===== src/rtl/dm_arb_pkg.sv =====
// Shared definitions for the two-port data-RAM arbiter.
//   PORT_CPU / PORT_AUX : read-tag encoding of the issuing port
//   WEN_W / DATA_W      : byte-enable and data widths of the RAM interface
//   STARVE_W            : width of the aux starvation counter
package dm_arb_pkg;

  localparam logic PORT_CPU = 1'b0;
  localparam logic PORT_AUX = 1'b1;

  localparam int unsigned WEN_W    = 4;
  localparam int unsigned DATA_W   = 32;
  localparam int unsigned STARVE_W = 4;

endpackage : dm_arb_pkg


===== src/rtl/dm_arb_prio.sv =====
// Grant logic for the two-port arbiter: the CPU has fixed priority, and a
// starvation counter forces one aux grant after STARVE_LIMIT consecutive
// CPU wins over a pending aux request.
//   clk, rst            : clock, asynchronous active-high reset
//   cpu_req, aux_req    : port requests
//   cpu_gnt, aux_gnt    : combinational grants, mutually exclusive, low in reset
//   starve_cnt          : current starvation count (for observation)
module dm_arb_prio
  import dm_arb_pkg::*;
#(
  parameter int unsigned STARVE_LIMIT = 4  // legal range 1..15
) (
  input  logic                clk,
  input  logic                rst,
  input  logic                cpu_req,
  input  logic                aux_req,
  output logic                cpu_gnt,
  output logic                aux_gnt,
  output logic [STARVE_W-1:0] starve_cnt
);

  localparam logic [STARVE_W-1:0] LIMIT = STARVE_W'(STARVE_LIMIT);

  logic [STARVE_W-1:0] starve_cnt_q, starve_cnt_d;

  // NOTE: every output of a combinational block gets a default first, so no
  // path through the ifs can leave a signal unassigned and infer a latch.
  always_comb begin
    cpu_gnt = 1'b0;
    aux_gnt = 1'b0;
    // Grants are gated by rst so nothing reaches the RAM during reset.
    if (!rst) begin
      if (aux_req && (!cpu_req || starve_cnt_q == LIMIT)) begin
        aux_gnt = 1'b1;
      end else if (cpu_req) begin
        cpu_gnt = 1'b1;
      end
    end
  end

  // The counter only measures an unbroken wait: any aux grant or any cycle
  // with aux idle restarts it. The saturation guard is belt-and-braces; at
  // the limit the override grants aux, which clears it anyway.
  always_comb begin
    starve_cnt_d = starve_cnt_q;
    if (!aux_req || aux_gnt) begin
      starve_cnt_d = '0;
    end else if (cpu_gnt && starve_cnt_q != LIMIT) begin
      starve_cnt_d = starve_cnt_q + 1'b1;
    end
  end

  // NOTE: state registers use non-blocking assignments so every flop samples
  // the pre-edge values regardless of process ordering.
  always_ff @(posedge clk or posedge rst) begin
    if (rst) begin
      starve_cnt_q <= '0;
    end else begin
      starve_cnt_q <= starve_cnt_d;
    end
  end

  assign starve_cnt = starve_cnt_q;

endmodule : dm_arb_prio


===== src/rtl/dm_port_arbiter.sv =====
// Two-port arbiter in front of the single-port, synchronous-read data RAM.
// Port 0 is the CPU memory stage, port 1 an auxiliary master (debug/DMA).
// At most one access is granted per cycle; the returning read word is
// steered to the issuing port one cycle after the grant.
//   clk, rst                              : clock, async active-high reset
//   cpu_req/wen/addr/wdata, cpu_gnt       : CPU request and grant
//   cpu_rvalid, cpu_rdata                 : CPU read response
//   aux_*                                 : same set for the aux port
//   ram_en/wen/addr/wdata, ram_rdata      : RAM interface (1-cycle read)
module dm_port_arbiter
  import dm_arb_pkg::*;
#(
  parameter int unsigned ADDR_W       = 32,
  parameter int unsigned STARVE_LIMIT = 4
) (
  input  logic              clk,
  input  logic              rst,

  input  logic              cpu_req,
  input  logic [WEN_W-1:0]  cpu_wen,
  input  logic [ADDR_W-1:0] cpu_addr,
  input  logic [DATA_W-1:0] cpu_wdata,
  output logic              cpu_gnt,
  output logic              cpu_rvalid,
  output logic [DATA_W-1:0] cpu_rdata,

  input  logic              aux_req,
  input  logic [WEN_W-1:0]  aux_wen,
  input  logic [ADDR_W-1:0] aux_addr,
  input  logic [DATA_W-1:0] aux_wdata,
  output logic              aux_gnt,
  output logic              aux_rvalid,
  output logic [DATA_W-1:0] aux_rdata,

  output logic              ram_en,
  output logic [WEN_W-1:0]  ram_wen,
  output logic [ADDR_W-1:0] ram_addr,
  output logic [DATA_W-1:0] ram_wdata,
  input  logic [DATA_W-1:0] ram_rdata
);

  logic [STARVE_W-1:0] starve_cnt;

  logic rd_pend_q, rd_pend_d;
  logic rd_tag_q,  rd_tag_d;

  dm_arb_prio #(
    .STARVE_LIMIT (STARVE_LIMIT)
  ) u_prio (
    .clk        (clk),
    .rst        (rst),
    .cpu_req    (cpu_req),
    .aux_req    (aux_req),
    .cpu_gnt    (cpu_gnt),
    .aux_gnt    (aux_gnt),
    .starve_cnt (starve_cnt)
  );

  // RAM request mux; idle cycles drive zeros so the bus is quiet.
  always_comb begin
    ram_en    = cpu_gnt | aux_gnt;
    ram_wen   = '0;
    ram_addr  = '0;
    ram_wdata = '0;
    if (cpu_gnt) begin
      ram_wen   = cpu_wen;
      ram_addr  = cpu_addr;
      ram_wdata = cpu_wdata;
    end else if (aux_gnt) begin
      ram_wen   = aux_wen;
      ram_addr  = aux_addr;
      ram_wdata = aux_wdata;
    end
  end

  // A read is outstanding for exactly the cycle after its grant; the tag
  // only matters while rd_pend is set, so it simply holds otherwise.
  always_comb begin
    rd_pend_d = ram_en && (ram_wen == '0);
    rd_tag_d  = rd_tag_q;
    if (rd_pend_d) begin
      rd_tag_d = aux_gnt ? PORT_AUX : PORT_CPU;
    end
  end

  always_ff @(posedge clk or posedge rst) begin
    if (rst) begin
      rd_pend_q <= 1'b0;
      rd_tag_q  <= PORT_CPU;
    end else begin
      rd_pend_q <= rd_pend_d;
      rd_tag_q  <= rd_tag_d;
    end
  end

  assign cpu_rvalid = rd_pend_q && (rd_tag_q == PORT_CPU);
  assign aux_rvalid = rd_pend_q && (rd_tag_q == PORT_AUX);

  // Both ports see the RAM word; rvalid tells each whether it is theirs.
  assign cpu_rdata = ram_rdata;
  assign aux_rdata = ram_rdata;

endmodule : dm_port_arbiter

===== config.mk =====
export PLATFORM = sky130hd
export DESIGN_NAME = dm_port_arbiter
export DESIGN_NICKNAME = d
export VERILOG_FILES = /design/src/rtl/dm_arb_pkg.sv /design/src/rtl/dm_arb_prio.sv /design/src/rtl/dm_port_arbiter.sv
export SDC_FILE = /design/constraint.sdc
export NUM_CORES = 1
export LEC_CHECK = 0
export CORE_AREA = 4 4 116 118
export DETAILED_ROUTE_END_ITERATION = 10
export DIE_AREA = 0 0 120 122
export PLACE_DENSITY_LB_ADDON = 0.08
export SETUP_SLACK_MARGIN = 0.15
export SLEW_MARGIN = 10
export SYNTH_ARGS = -nofsm -noshare
export SYNTH_HDL_FRONTEND = slang
export SYNTH_SLANG_ARGS = --single-unit

===== constraint.sdc =====
create_clock -name clk -period 1.9 [get_ports clk]
set_clock_uncertainty 0.15 [all_clocks]
set_input_delay 0.38 -clock clk [delete_from_list [all_inputs] [get_ports clk]]
set_output_delay 0.38 -clock clk [all_outputs]
set_load 0.03 [all_outputs]

-- Word level (Yosys, flattened, before mapping)
Cells that the tools add are included.
- register bits: 6
- input bits: 172
- output and inout port bits: 137
- word-level logic and storage cells: 33
- add/sub/neg operators: 1
- eq/ne operators: 2
- multiplexer cells: 14
- bitwise logic cells: 2
- reduce and logical (&&, ||, !) cells: 11
- operators with widths (cell ; number):
    32-bit 2-to-1 mux ; 4
    4-bit 2-to-1 mux ; 4
    1-bit 2-to-1 mux ; 6
    1-bit logical AND ; 5
    4-bit by 1-bit adder with 4-bit output (second input constant) ; 1
    4-bit by 3-bit equality test with 1-bit output (second input constant) ; 1
    4-bit logical NOT ; 1
    4-bit by 3-bit != test with 1-bit output (second input constant) ; 1
    1-bit logical NOT ; 2
    1-bit logical OR ; 2
    2-bit nonzero test ; 1
    1-bit inverter ; 1
    1-bit OR ; 1

-- Longest topological paths before layout
Gate-level depths: netlist of run 1.
- depth after elaboration: 9
- mapped depth: 7
- gate-level depth less buffers: 7

-- Modules after synthesis
From an unflattened synthesis of run 1, not the netlist that was laid out.
- cells, all modules: 196
- area, all modules: 1589.0 um^2
- modules (own cells, without submodules) (module ; instances ; cells each ; area an instance (um^2) ; sequential area each (um^2)):
    dm_port_arbiter ; 1 ; 166 ; 1325.0 ; 50.0
    dm_arb_prio ; 1 ; 30 ; 264.0 ; 100.1

-- Worst setup path after synthesis of run 1
Ideal clock, no wire load.
- path kind: register -> output
- start: register u_prio.starve_cnt_q[0], in the netlist u_prio.starve_cnt[0]
- end: output ram_wdata[23]
- arrival: 1565 ps
- data required time: 1370 ps
- path slack: -195 ps
- stages on the path, launching flop included: 8
- buffers on the path: 1
- path through: dfrtp_1 -> inv_1 -> ha_1 -> nand3b_4 -> a21o_4 -> clkinv_4 -> buf_6 -> a22o_1
- cells in the longest elaborated chain, start to end: 7
- elaborated cells on any way between the ends: 9
- classes of those cells: 1 x eq/ne; 6 x mux; 2 x reduce/logical
- ends and longest elaborated chain (item ; line ; text):
    start: declaration ; dm_arb_prio.sv:24 ; logic [STARVE_W-1:0] starve_cnt_q, starve_cnt_d;
    start signal: assignment ; dm_arb_prio.sv:59 ; starve_cnt_q <= starve_cnt_d;
    4-bit by 3-bit equality test with 1-bit output ; dm_arb_prio.sv:33 ; if (aux_req && (!cpu_req || starve_cnt_q == LIMIT)) begin
    1-bit logical OR ; dm_arb_prio.sv:33 ;
    1-bit logical AND ; dm_arb_prio.sv:33 ;
    1-bit 2-to-1 mux ; dm_arb_prio.sv:33 ;
    1-bit 2-to-1 mux ; dm_arb_prio.sv:32 ; if (!rst) begin
    via aux_gnt ; dm_port_arbiter.sv:31 ; output logic aux_gnt,
    32-bit 2-to-1 mux ; dm_port_arbiter.sv:69 ; end else if (aux_gnt) begin
    32-bit 2-to-1 mux ; dm_port_arbiter.sv:65 ; if (cpu_gnt) begin
    end: declaration ; dm_port_arbiter.sv:38 ; output logic [DATA_W-1:0] ram_wdata,
The timed path passes the listed nets, and every way through them passes these cells.

-- Worst setup path after layout of run 1
- start: register u_prio.starve_cnt_q[1], in the netlist u_prio.starve_cnt[1]
- end: output ram_addr[0]
- cells in the longest elaborated chain, start to end: 7
- elaborated cells on any way between the ends: 9
- classes of those cells: 1 x eq/ne; 6 x mux; 2 x reduce/logical
- ends and longest elaborated chain (item ; line ; text):
    4-bit by 3-bit equality test with 1-bit output (*) ; dm_arb_prio.sv:33 ;
    1-bit logical OR (*) ; dm_arb_prio.sv:33 ;
    1-bit logical AND (*) ; dm_arb_prio.sv:33 ;
    1-bit 2-to-1 mux ; dm_arb_prio.sv:33 ;
    1-bit 2-to-1 mux ; dm_arb_prio.sv:32 ;
    32-bit 2-to-1 mux ; dm_port_arbiter.sv:69 ;
    32-bit 2-to-1 mux (*) ; dm_port_arbiter.sv:65 ;
    end: declaration ; dm_port_arbiter.sv:37 ; output logic [ADDR_W-1:0] ram_addr,
Every way passes the cells marked *; elsewhere a longest branch is shown, timed or not.

==> results.md, run 1 <==
- First-pass GRT wire length: 13,460 µm
- Synth-to-Final Area Change: 151.0%
- Routed vias/inst: 4.051
- Clock Latency Late Sink: 0.23 ns
- Grt met3 use: 5.107%
- Max Transition Viols Final: 0
- CTS tree: yes
- Core ar.: 12,470 µm²
- Max-cap violation count: 0
- Unrepaired setup endpoints after global routing: true
- Largest net degree at the start of global routing: 40
- Hold Crit Class: input port to async pin
- Setup Total Neg Slack: -25.60 ns
- Starting Density: 13.20%
- Initial antenna violation count: 2
- DRC Markers: 0
- Final Hold Viols: 0
- Routed Antenna Nets: 0
- Combinational Power Share: 67.5%
- Critical path's largest stage delay: 0.38 ns
- Slew @ Worst Pin: 0.3187 ns
- Total power: 1.490 mW
- Final WS setup: -0.3978 ns
- Cell count after placement: 520
- Sequential area share after synthesis: 9.125%
- Unique cell type count in the Yosys netlist: 29
- P_sw: 495.0 µW
- Syn. warnings: 0
- Layout cells sized above 1: 51.27%
- Root Buffer: clkbuf_16
- Clk sinks: 6
- Syn_nets: 364
- Final wirelength: 9919 µm
- GR Util All Layers: 11.86%
- Via count: 2,139
- # rows: 41
- Total internal power: 994.6 µW
- CP cell instances: inv_2 -> ha_4 -> nand3b_4 -> o21ai_4 -> inv_4 -> clkbuf_16 -> a22o_2 -> buf_6
- Vias in the first global route: 2,312
- Nets: 531
- Remaining global-route overflow: 0
- Cell with the most instances after synthesis: a22o_1
- Minimum clock period after layout: 2.298 ns
- Hold buffers post-CTS: 0
- Top-area cell type share of the netlist area: 36.20%
- CTS H-Tree Depth: 1
- WL per Instance: 18.79 µm
- Worst setup SP type: flop
- Req. time, crit path: 1.37 ns
- VDD IR max: 0.2231 mV
- CP max stage cell: dfrtp_1
- Register clock-pin slew on the reported worst setup and hold paths: 0.04 ns
- Largest area contributor in the netlist: a22o_1
- Met1 Use GR: 11.71%
- Cts bufs inserted: 3
- Die footprint: 14,640 µm²
- Failing checks: negative setup slack
- Die height: 122 µm
- Flop pwr share: 9.0%
- Iteration-0 DRC Markers: 71
- Router iterations before antenna repair: 4
- WS Path Type: flop to primary output
- Clock buffer depth: 2
- I/O Pins: 309
- Fmax: 0.4352 GHz
- Main area contributors after synthesis: a22o_1, buf_4, buf_6, dfrtp_1, ha_1
- Slew Limit Headroom: 78.84%
- Outcome: finished with violations
- GP Congestion: 0.6994
- GR Util met2: 22.51%
- Synth Flop Type: dfrtp_1
- Post-DP HPWL: 7970 µm
- Routing layer with the top usage in global route: met2
- Final design utilization: 33.13%
- Post-Syn Area: 1645 µm²
- Post-synth top cells: a22o_1, buf_4, buf_6, dfrtp_1, nand3_1
- Post-Synthesis Cells: 190
- Crit-path leading delay family: buffers and inverters
- Synthesis-stage register bit count: 6
- Async set or reset register ratio after synthesis: 100.0%
- WP buf/inv: 4
- Power Dens Cells: 360.7 nW/µm²
- Sw Share: 33.23%
- Final worst path period share: 120.9%
- Number of flops mapped to enable cells by yosys: 0
- Hold slack final: 0.07871 ns
- Final setup vio count: 71
- Clk pwr share: 23.5%
- Endpoint class of the critical path: primary output
- Die W: 120 µm
- Lkg Pwr: 1.790 nW
- Crit Path Max Fanout: 19
- PortBufs: 212
- Crit path DAT: 1.77 ns
- Fin cells: 528
- Syn Area/Cell: 8.660 µm²
==> repair_timing <==
action / in CTS / in global routing
endpoints found under the setup margin: 74 / 71
setup buffers: 2 / 0
cloned: 0 / 2
pin swaps: 3 / 0
gates resized for setup: 84 / 5
==> cell type report <==
cell class                 count  area (µm²)
clock buffer                   3       75.07
inverter                       6       37.54
timing repair buffer         240        2611
antenna                        1       2.502
sequential                     6       150.1
multi-input combinational    100        1039
tap                          172       215.2
fill                        1311        8335
==> power groups by stage <==
stage	Combinational (mW)	Clock [mW]	Sequential, mW
after floorplan	0.648	0	0.135
after global placement	0.920	0	0.135
after detailed placement	0.918	0	0.135
after CTS	0.999	0.352	0.134
after global routing	1.06	0.363	0.135
final	1.01	0.350	0.134
==> cell usage in the layout (no fill, tap or decap) <==
master	n
nor2_1	1
buf_16	1
and2_1	1
nor3_1	1
diode_2	1
dfrtp_1	6
and2b_2	1
inv_1	2
ha_1	1
dlygate4sd2_1	7
buf_8	2
clkdlybuf4s50_1	134
or4_4	1
buf_4	19
clkbuf_16	5
inv_2	2
o221ai_1	1
a31oi_1	1
nand3b_4	1
buf_6	62
nor2b_1	1
ha_4	1
o21ai_4	1
inv_4	1
a21o_4	1
xor2_1	1
clkinv_8	1
a21oi_1	3
o21ai_1	1
nand3_1	5
o21a_1	1
nand2_1	3
nor4_1	1
a22o_4	13
buf_12	13
a21boi_1	1
nand2b_1	1
nand2_4	1
a22o_2	55
o2bb2a_2	1
==> logic make-up (layout without fill, tap and decap cells) <==
logic type	count (synthesis)	after routing	synth area share, %
adder cells (fa/ha/maj)	2	2	1.521
buffers and inverters	84	249	40.61
AO/OA/AOI/OAI	79	79	41.29
AND/OR/NAND/NOR	18	18	6.920
XOR/XNOR	1	1	0.5324
other	0	1	0
flip-flops	6	6	9.125
==> flip-flops by register name, summed over array words and instances (netlist names) <==
signal and count:
u_prio.starve_cnt 4, rd_pend_q 1, rd_tag_q 1
==> path summary, 6_finish.rpt <==
| path | from | endpoint | slack [ns] | depth (start not counted) |
|---|---|---|---|---|
| setup / recovery | u_prio.starve_cnt[1] | ram_addr[0] | -0.40 | 8 |
| hold / removal | rst | u_prio.starve_cnt[0] | 0.08 | 2 |
| setup reg to reg | u_prio.starve_cnt[1] | rd_tag_q | 0.25 | 8 |
| hold reg to reg | rd_tag_q | rd_tag_q | 0.42 | 1 |
| max in group asynchronous | rst | u_prio.starve_cnt[3] | 1.21 | 3 |
| min in group clk | rd_tag_q | rd_tag_q | 0.42 | 1 |
==> per-stage QoR <==
stage               setup slack, ns  instance area, µm²
global placement            -0.5078                3665
finish                      -0.3978                4130
detailed placement          -0.5210                3665
global route                -0.4820                4128
floorplan                  -0.08456                1818
CTS                         -0.4181                4051
==> metal layers <==
layer	part of all wire, %	routed length [µm]
met1	34	3323
met3	12	1153
met4	1.7	170
met2	53	5264
met5	0.071	7
Note: power is estimated with default switching activity, not from simulation.
==> run 2, diff against run 1 <==
- CORE_AREA: 4 4 116 118 -> 2 2 121 123
- DIE_AREA: 0 0 120 122 -> 0 0 123 125
- HOLD_SLACK_MARGIN: unset -> 0.1
==> run 2 against run 1 <==
Effect of this change:
- the flow still finishes with violations (negative setup slack)
- worst setup slack worse by 0.012 ns
- routed wire length is 15% lower
- die area is 5.0% higher
- clock-buffer cell count stayed put
- final cell count is 3.0% higher
- sequential cell count stayed put
- sequential share of layout area is 0.13 points lower
==> results.md, run 2 (same netlist as run 1, synthesis figures left out) <==
- Max reg flops: 4
- GP Congestion: 0.6420
- Max Transition Viols Final: 0
- Clock Latency Late Sink: 0.23 ns
- Fillers: 1,493
- Final setup vio count: 71
- Nets: 536
- Clk sinks: 6
- Cts bufs inserted: 3
- Iteration-0 DRC Markers: 27
- Die W: 123 µm
- Commonest non-fill, non-tap cell in the layout: clkdlybuf4s50_1
- Hold slack final: 0.1851 ns
- DRC Markers: 0
- Root Buffer: clkbuf_16
- Failing checks: negative setup slack
- VDD IR max: 0.2285 mV
- Final wirelength: 8444 µm
- Largest net degree at the start of global routing: 30
- Lkg Pwr: 1.898 nW
- WS Path Type: flop to primary output
- Final Cell Area: 4288 µm²
- Flop-to-flop setup slack: 0.22 ns
- Clock buffer depth: 2
- Unrepaired setup endpoints after global routing: true
- Core ar.: 14,200 µm²
- Initial antenna violation count: 0
- Final worst path period share: 121.6%
- I/O Pins: 309
- Vias in the first global route: 2,253
- Endpoint class of the critical path: primary output
- Die height: 125 µm
- Crit Path Max Fanout: 13
- Worst R2R Path Depth: 8
- PortBufs: 212
- CTS H-Tree Depth: 1
- Seq. cell area: 150.1 µm²
- Crit path DAT: 1.78 ns
- Register clock-pin slew on the reported worst setup and hold paths: 0.03 ns
- Final Hold Viols: 0
- Fmax: 0.4330 GHz
- Routed Antenna Nets: 0
- R2r endpoint: u_prio.starve_cnt[2]
- Layout cells sized above 1: 52.22%
- Router iterations before antenna repair: 4
- Slew Limit Headroom: 79.50%
- Remaining global-route overflow: 0
- Max-cap violation count: 0
- Worst setup SP type: flop
- WL per Instance: 15.52 µm
- Routed vias/inst: 3.928
- Slew @ Worst Pin: 0.3087 ns
- Post-DP HPWL: 6350 µm
- Outcome: finished with violations
- Die footprint: 15,380 µm²
- Final WS setup: -0.4095 ns
- First-pass GRT wire length: 11,860 µm
- Req. time, crit path: 1.37 ns
- CTS tree: yes
- Ant. Diodes: 0
- Hold Crit Class: input port to async pin
- Most frequent cells in the layout: clkdlybuf4s50_1, buf_6, a22o_2
- R2R Path Start: u_prio.starve_cnt[0]
- Area of the multi-input gates: 1180 µm²
- Synth-to-Final Area Change: 160.6%
- Minimum clock period after layout: 2.309 ns
- Via count: 2,137
- Starting Density: 11.58%
- Placed instance area: 3587 µm²
- # rows: 44
- Power Dens Cells: 349.6 nW/µm²
- GR Util All Layers: 9.871%
-- run 2: what timing repair did --
item                       CTS  global route
buffers inserted             2             1
setup endpoints to repair   74            72
cloned                       4             1
hold buffers                 0             0
resized for setup           96            20
pin swaps                   12            14
-- run 2: layout make-up --
type	instances	share of cell area, %
timing repair buffer	245	60.93
multi-input combinational	100	27.52
tap	184	5.369
sequential	6	3.502
clock buffer	3	1.751
inverter	6	0.9338
-- run 2: routing by layer --
layer	global-route usage [%]	part of all wire (%)	wire length [µm]	vias up
met4	2.741	2.1	174	0
met2	20.31	55	4664	143
met1	9.119	31	2645	972
met5	0	0	0	-
li1	-	-	-	995
met3	2.692	11	961	27
-- run 2: metrics by stage --
step	cells	power (mW)	setup WS [ns]	utilization, %	TNS [ns]
finish	544	1.499	-0.4095	30.19	-26.67
global route	544	1.572	-0.4762	30.19	-31.67
CTS	542	1.483	-0.4208	29.03	-27.51
detailed placement	533	1.014	-0.4749	25.26	-32.51
global placement	533	1.017	-0.4526	25.26	-31.03
floorplan	190	0.7832	-0.08456	-	-5.747
-- run 2: worst max path at each step --
| stage | startpoint | endpoint | slack (ns) | cells after the start |
|---|---|---|---|---|
| floorplan | u_prio.starve_cnt[0] | ram_addr[0] | -0.08 | 7 |
| global placement | cpu_req | ram_wdata[19] | -0.45 | 7 |
| detailed placement | rst | ram_wdata[6] | -0.47 | 7 |
| CTS | u_prio.starve_cnt[0] | ram_wen[0] | -0.42 | 8 |
| global route | u_prio.starve_cnt[0] | ram_wen[0] | -0.48 | 8 |
| finish | u_prio.starve_cnt[0] | ram_wen[0] | -0.41 | 8 |
-- run 2: critical path, stage by stage, from the launching register on --
cell	delay [ns]
dfrtp_1	0.35
inv_2	0.06
ha_4	0.16
nand3b_4	0.10
a21o_4	0.16
clkinv_8	0.12
buf_12	0.17
a22o_2	0.28
buf_12	0.14
-- run 2: power by group --
part           switching, mW  internal, mW
logic                  0.423         0.599
clock network         0.0729         0.270
registers            0.00189         0.132
